[config.mk]
export PLATFORM = sky130hd
export DESIGN_NAME = rsa_roundtrip_seq
export DESIGN_NICKNAME = d
export VERILOG_FILES = /design/src/rtl/rsa_roundtrip_seq.sv
export SDC_FILE = /design/constraint.sdc
export NUM_CORES = 2
export LEC_CHECK = 0
export CAP_MARGIN = 10
export CORE_AREA = 10 10 500 502
export CTS_BUF_LIST = sky130_fd_sc_hd__clkbuf_8
export CTS_CLUSTER_DIAMETER = 40
export DETAILED_ROUTE_END_ITERATION = 8
export DIE_AREA = 0 0 510 512
export DONT_BUFFER_PORTS = 1
export PLACE_DENSITY = 0.44
export SYNTH_ARGS = -nofsm -noshare
export SYNTH_HDL_FRONTEND = slang
export SYNTH_SLANG_ARGS = --single-unit
export TNS_END_PERCENT = 20
[constraint.sdc]
create_clock -name clk -period 56.9 [get_ports clk]
set_clock_uncertainty 0.05 [all_clocks]
set_input_delay 11.38 -clock clk [delete_from_list [all_inputs] [get_ports clk]]
set_output_delay 11.38 -clock clk [all_outputs]
set_load 0.02 [all_outputs]
[src/rtl/rsa_roundtrip_seq.sv]
// Round-trip RSA sequencer: drives the Montgomery exponentiation engine through a
// four-phase go/done handshake to encrypt a message with the public key, decrypt
// the ciphertext with the private key, and report whether the plaintext came back.
module rsa_roundtrip_seq #(
   parameter int unsigned BITS           = 128,
   parameter int unsigned TIMEOUT_CYCLES = 1 << 24
) (
   input  logic            clk,
   input  logic            reset,
   input  logic            start,
   input  logic            abort,
   input  logic [BITS-1:0] msg,
   input  logic [BITS-1:0] pub_exp,
   input  logic [BITS-1:0] priv_exp,
   input  logic [BITS-1:0] modulus,
   output logic [BITS-1:0] eng_x,
   output logic [BITS-1:0] eng_e,
   output logic [BITS-1:0] eng_m,
   output logic            eng_go,
   input  logic            eng_done,
   input  logic [BITS-1:0] eng_z,
   output logic [BITS-1:0] cipher,
   output logic [BITS-1:0] plain,
   output logic            busy,
   output logic            pass,
   output logic            fail,
   output logic            timeout,
   output logic            err_operand,
   output logic [2:0]      state
);

   localparam int unsigned WdogW = 25;
   localparam logic [WdogW-1:0] WdogMax = WdogW'(TIMEOUT_CYCLES - 32'd1);

   // Encodings are visible on the LEDs, so they are pinned explicitly.
   typedef enum logic [2:0] {
      StIdle   = 3'd0,
      StSync   = 3'd1,
      StEncGo  = 3'd2,
      StEncRel = 3'd3,
      StDecGo  = 3'd4,
      StDecRel = 3'd5,
      StCheck  = 3'd6
   } state_e;

   state_e           state_q, state_d;
   logic [WdogW-1:0] wdog_q, wdog_d;
   logic             start_q, start_d;
   logic [BITS-1:0]  msg_q, msg_d;
   logic [BITS-1:0]  pub_exp_q, pub_exp_d;
   logic [BITS-1:0]  priv_exp_q, priv_exp_d;
   logic [BITS-1:0]  modulus_q, modulus_d;
   logic [BITS-1:0]  eng_x_q, eng_x_d;
   logic [BITS-1:0]  eng_e_q, eng_e_d;
   logic [BITS-1:0]  eng_m_q, eng_m_d;
   logic             eng_go_q, eng_go_d;
   logic [BITS-1:0]  cipher_q, cipher_d;
   logic [BITS-1:0]  plain_q, plain_d;
   logic             busy_q, busy_d;
   logic             pass_q, pass_d;
   logic             fail_q, fail_d;
   logic             timeout_q, timeout_d;
   logic             err_operand_q, err_operand_d;

   logic accept;
   logic bad_operand;
   logic wdog_tick;

   assign accept      = start && !start_q && (state_q == StIdle) && !abort;
   // Montgomery needs an odd modulus, and the message must be a residue of it.
   assign bad_operand = !modulus[0] || (msg >= modulus);

   // Next-state and registered-output logic; abort outranks every handshake event.
   always_comb begin
      state_d       = state_q;
      wdog_d        = wdog_q;
      start_d       = start;
      msg_d         = msg_q;
      pub_exp_d     = pub_exp_q;
      priv_exp_d    = priv_exp_q;
      modulus_d     = modulus_q;
      eng_x_d       = eng_x_q;
      eng_e_d       = eng_e_q;
      eng_m_d       = eng_m_q;
      eng_go_d      = eng_go_q;
      cipher_d      = cipher_q;
      plain_d       = plain_q;
      busy_d        = busy_q;
      pass_d        = pass_q;
      fail_d        = fail_q;
      timeout_d     = timeout_q;
      err_operand_d = err_operand_q;
      wdog_tick     = 1'b0;

      if (busy_q && abort) begin
         state_d       = StIdle;
         wdog_d        = '0;
         eng_go_d      = 1'b0;
         busy_d        = 1'b0;
         pass_d        = 1'b0;
         fail_d        = 1'b0;
         timeout_d     = 1'b0;
         err_operand_d = 1'b0;
      end else begin
         unique case (state_q)
            StIdle: begin
               if (accept) begin
                  msg_d         = msg;
                  pub_exp_d     = pub_exp;
                  priv_exp_d    = priv_exp;
                  modulus_d     = modulus;
                  pass_d        = 1'b0;
                  timeout_d     = 1'b0;
                  if (bad_operand) begin
                     err_operand_d = 1'b1;
                     fail_d        = 1'b1;
                     busy_d        = 1'b0;
                  end else begin
                     err_operand_d = 1'b0;
                     fail_d        = 1'b0;
                     busy_d        = 1'b1;
                     wdog_d        = '0;
                     state_d       = StSync;
                  end
               end
            end
            // Engine may still be holding done from an earlier exchange.
            StSync: begin
               if (!eng_done) begin
                  eng_go_d = 1'b1;
                  eng_x_d  = msg_q;
                  eng_e_d  = pub_exp_q;
                  eng_m_d  = modulus_q;
                  wdog_d   = '0;
                  state_d  = StEncGo;
               end else begin
                  wdog_tick = 1'b1;
               end
            end
            StEncGo: begin
               if (eng_done) begin
                  cipher_d = eng_z;
                  eng_go_d = 1'b0;
                  wdog_d   = '0;
                  state_d  = StEncRel;
               end else begin
                  wdog_tick = 1'b1;
               end
            end
            StEncRel: begin
               if (!eng_done) begin
                  eng_go_d = 1'b1;
                  eng_x_d  = cipher_q;
                  eng_e_d  = priv_exp_q;
                  wdog_d   = '0;
                  state_d  = StDecGo;
               end else begin
                  wdog_tick = 1'b1;
               end
            end
            StDecGo: begin
               if (eng_done) begin
                  plain_d  = eng_z;
                  eng_go_d = 1'b0;
                  wdog_d   = '0;
                  state_d  = StDecRel;
               end else begin
                  wdog_tick = 1'b1;
               end
            end
            StDecRel: begin
               if (!eng_done) begin
                  state_d = StCheck;
               end else begin
                  wdog_tick = 1'b1;
               end
            end
            StCheck: begin
               pass_d  = (plain_q == msg_q);
               fail_d  = (plain_q != msg_q);
               busy_d  = 1'b0;
               state_d = StIdle;
            end
            default: begin
               state_d = StIdle;
            end
         endcase

         // Watchdog only fires when the wait state made no progress this cycle.
         if (wdog_tick) begin
            if (wdog_q == WdogMax) begin
               eng_go_d  = 1'b0;
               timeout_d = 1'b1;
               fail_d    = 1'b1;
               busy_d    = 1'b0;
               wdog_d    = '0;
               state_d   = StIdle;
            end else begin
               wdog_d = wdog_q + 25'd1;
            end
         end
      end
   end

   // State and output registers; reset clears everything, dropping eng_go at once.
   always_ff @(posedge clk or posedge reset) begin
      if (reset) begin
         state_q       <= StIdle;
         wdog_q        <= '0;
         start_q       <= 1'b0;
         msg_q         <= '0;
         pub_exp_q     <= '0;
         priv_exp_q    <= '0;
         modulus_q     <= '0;
         eng_x_q       <= '0;
         eng_e_q       <= '0;
         eng_m_q       <= '0;
         eng_go_q      <= 1'b0;
         cipher_q      <= '0;
         plain_q       <= '0;
         busy_q        <= 1'b0;
         pass_q        <= 1'b0;
         fail_q        <= 1'b0;
         timeout_q     <= 1'b0;
         err_operand_q <= 1'b0;
      end else begin
         state_q       <= state_d;
         wdog_q        <= wdog_d;
         start_q       <= start_d;
         msg_q         <= msg_d;
         pub_exp_q     <= pub_exp_d;
         priv_exp_q    <= priv_exp_d;
         modulus_q     <= modulus_d;
         eng_x_q       <= eng_x_d;
         eng_e_q       <= eng_e_d;
         eng_m_q       <= eng_m_d;
         eng_go_q      <= eng_go_d;
         cipher_q      <= cipher_d;
         plain_q       <= plain_d;
         busy_q        <= busy_d;
         pass_q        <= pass_d;
         fail_q        <= fail_d;
         timeout_q     <= timeout_d;
         err_operand_q <= err_operand_d;
      end
   end

   assign eng_x       = eng_x_q;
   assign eng_e       = eng_e_q;
   assign eng_m       = eng_m_q;
   assign eng_go      = eng_go_q;
   assign cipher      = cipher_q;
   assign plain       = plain_q;
   assign busy        = busy_q;
   assign pass        = pass_q;
   assign fail        = fail_q;
   assign timeout     = timeout_q;
   assign err_operand = err_operand_q;
   assign state       = state_q;

endmodule

==> results.ini <==
[clock_network]
cts_hold_buffers=0
cts_buffers=275
cts.reportedPaths.clkPinSlew_ns=0.06
clock_latency_ns=1.01
cts_max_level=5
cts.path.max_buffers=4
cts_num_sinks=1187
ctsResizeCount=0
ctsRootBufferMaster=clkbuf_8
postCtsSetupBuffers=0
cts_tree=done

[global_routing]
grt_start_max_net_pins=169
grt_pass1_wl_um=347000
grt_use_total_pct=19.3
grt_pass1_vias=38000
antenna_found_initial=51
globalRouteOverflowTotal=0

[timing]
period_needed_ns=16.42
worst_pin_slew_ns=1.33
post-route-period-util_pct=28.9
setup_slack_ns=40.48
fmax_ghz=0.0609
max-slew-margin-rel_pct=11.1
setup_violations=0
final_hold_viol_count=0
slew_viol_final=0
rsz0062_at_grt=false
fin_setup_tns_ns=0

[route]
post_drt_wl_per_cell_um=31.5
firstDrtPassIters=7
final_antenna_net_count=0
wl_met2_um=132000
routed_wl_um=262000
wl_met1_um=89800
via_count=36800
routed_via_density=4.43
wl_met3_um=30200
routed.top_layer=met5
drt_iter0_drc=2672
drc=0

[final_layout]
drive_gt1_share_pct=17.4
fillerInstances=25700
finalNetCount=5700
ff_latch_area_um2=29700
area_delta_synth_final_pct=18.8
multiInputGateArea_um2=19700

[pwr]
powerDensity_nw_per_um2=63.7
p_leak_nw=30.2
vdd_drop_max_mv=0.0299

[worst_hold_path]
whs_path_depth=1
hold_class=flip-flop to flip-flop
min_from=modulus_q[56]$_DFFE_PP0P_
hold_path_end=eng_m[56]$_DFFE_PP0P_

[flow_run]
drv_cap=0

[synth]
netlist_instances=4817
synth_seq_cells=1187
syn_nets=5591
yosysWarnings=0
ys_seq_area_share_pct=58.4
synth.avg_cell_area_um2=10.6
yosysUniqueCellTypes=58
synth_area_um2=50900
async_flop_share_pct=100
ys.flop_type=dfrtp_1
synth_edf_count=0

[status]
status=completed

[critical_path]
path_class=input pin to flip-flop
critPathMaxFanout=21
slowest_stage=a31oi_2
startpoint_type=input pin
crit_chain=inv_1 -> ha_1 -> a211oi_2 -> o2111ai_1 -> a211oi_1 -> o32ai_1 -> a2111oi_2 -> o221ai_4 -> a31oi_2 -> a31oi_1
r2r-start=state[1]$_DFF_PP0_
cp.arrival_ns=17.13
cpPeakStageDelay_ns=1.04
rrSetupSlack_ns=51.10
crit_required_ns=57.61
cp-end-kind=flip-flop
reg2reg_depth=10
rr_endpoint=wdog_q[15]$_DFFE_PP0P_

[placement]
gp_congestion=0.908
port-buffer-count=0
place_hpwl_um=211000
dp_slack_ns=39.32

[die]
start_util_pct=21.2
die_width_um=510
dieArea_um2=261000
row_count=180
die-height_um=512
io_pins=1294
coreArea_um2=240000

final cells by class:
| cell class | count | area share, % |
|---|---|---|
| Clock buffer | 320 | 7.28 |
| Timing Repair Buffer | 83 | 1.06 |
| Inverter | 154 | 0.968 |
| Sequential cell | 1187 | 49.1 |
| Clock inverter | 140 | 2.22 |
| Multi-Input combinational cell | 3225 | 32.6 |
| Tap cell | 3185 | 6.59 |
| Antenna cell | 28 | 0.116 |
metrics by stage:
| stage | utilization (%) | total power, mW | hold WS (ns) | instances | area [um2] |
|---|---|---|---|---|---|
| after floorplan | - | 2.26 | 0.390 | 4817 | 50900 |
| after global placement | 22.8 | 2.84 | 0.405 | 7830 | 54600 |
| after detailed placement | 22.8 | 2.86 | 0.411 | 7833 | 54700 |
| after CTS | 25.2 | 3.93 | 0.396 | 8293 | 60400 |
| after global routing | 25.2 | 4.08 | 0.431 | 8305 | 60400 |
| final | 25.2 | 3.85 | 0.404 | 8322 | 60500 |
synth_stat cells (5+ instances only):
cell type  instances  area [um2]
nand2_1         1575        5910
dfrtp_1         1187       29700
o21ai_0          415        2080
mux2_2           384        4320
mux2i_1          258        2580
clkbuf_1         237         890
inv_1            154         578
ha_1             129        1610
xor2_1            69         604
a21oi_1           66         330
nand4_1           52         325
xnor2_1           52         455
nor2_1            32         120
nor4_1            29         181
nand3_1           27         135
a21o_1            16         120
a31oi_1           16         100
nor3_1            13        65.1
buf_1             12        45.0
nor2b_1            9        56.3
o22ai_1            8        50.1
a211oi_1           6        45.0
a221oi_1           6        52.6
o21a_1             6        45.0
and2_1             5        31.3
o21ai_1            5        25.0
or4_1              5        37.5
placed cells by master, fill, tap and decap left out, drive strengths merged, types with 3 or more instances in the layout:
| cell | n |
|---|---|
| bufinv | 25 |
| a21oi | 66 |
| a221oi | 6 |
| nor4 | 29 |
| or4 | 7 |
| xor2 | 69 |
| a21o | 16 |
| a22o | 3 |
| a31oi | 17 |
| dfrtp | 1187 |
| diode | 28 |
| mux2 | 384 |
| and2 | 5 |
| nor3 | 13 |
| o22ai | 8 |
| clkinv | 38 |
| o21a | 6 |
| buf | 83 |
| nor2b | 9 |
| o211ai | 3 |
| a211oi | 6 |
| clkbuf | 320 |
| or3 | 3 |
| nor2 | 32 |
| nand2 | 1575 |
| inv | 217 |
| nand4 | 52 |
| clkinvlp | 14 |
| ha | 129 |
| mux2i | 258 |
| o21ai | 420 |
| nand3 | 27 |
| xnor2 | 52 |
flip-flops by register name, summed over array words and instances (netlist names):
register	count
busy	1
timeout	1
wdog_q	25
modulus_q	128
state	3
plain	128
msg_q	128
pass	1
eng_m	128
fail	1
eng_e	128
start_q	1
eng_go	1
pub_exp_q	128
eng_x	128
err_operand	1
cipher	128
priv_exp_q	128
layer usage:
metal | GRT usage, % | vias up
met5 | 0 | -
met4 | 6.78 | 24
met3 | 9.25 | 396
met2 | 34.1 | 1623
met1 | 19.6 | 18500
li1 | - | 16300
cell families (layout without fill, tap and decap cells):
group,count (synthesis),count (layout),synth area share [%]
and+or+nand+nor,1762,1762,13.7
DFF,1187,1187,58.4
muxes,642,642,13.6
AOI/OAI and AO/OA,571,571,6.11
buffers and inverters,405,697,3.00
adders and majority gates,129,129,3.17
xor gates and xnor gates,121,121,2.08
other,0,28,0
worst max-delay path by stage:
stage	startpoint	end	cells past startpoint
2_1_floorplan	reset	busy$_DFF_PP0_	1
3_3_place_gp	modulus[125]	wdog_q[21]$_DFFE_PP0P_	10
3_5_place_dp	modulus[125]	wdog_q[7]$_DFFE_PP0P_	10
4_1_cts	modulus[125]	wdog_q[15]$_DFFE_PP0P_	10
5_1_grt	modulus[125]	wdog_q[15]$_DFFE_PP0P_	10
6_report	modulus[125]	wdog_q[15]$_DFFE_PP0P_	10
critical path: cells and delay by family:
| family | cells | cell delay, ns |
|---|---|---|
| AO/OA/AOI/OAI | 8 | 5.23 |
| buffers and inverters | 1 | 0.03 |
| adder cells (fa/ha/maj) | 1 | 0.42 |
where the power goes:
| group | total (mW) | internal, mW | switching [mW] |
|---|---|---|---|
| clock network | 1.05 | 0.625 | 0.426 |
| logic | 0.844 | 0.346 | 0.498 |
| registers | 1.96 | 1.21 | 0.746 |
| total | 3.85 | 2.18 | 1.67 |
No activity file was read; power rests on OpenSTA's default activity.
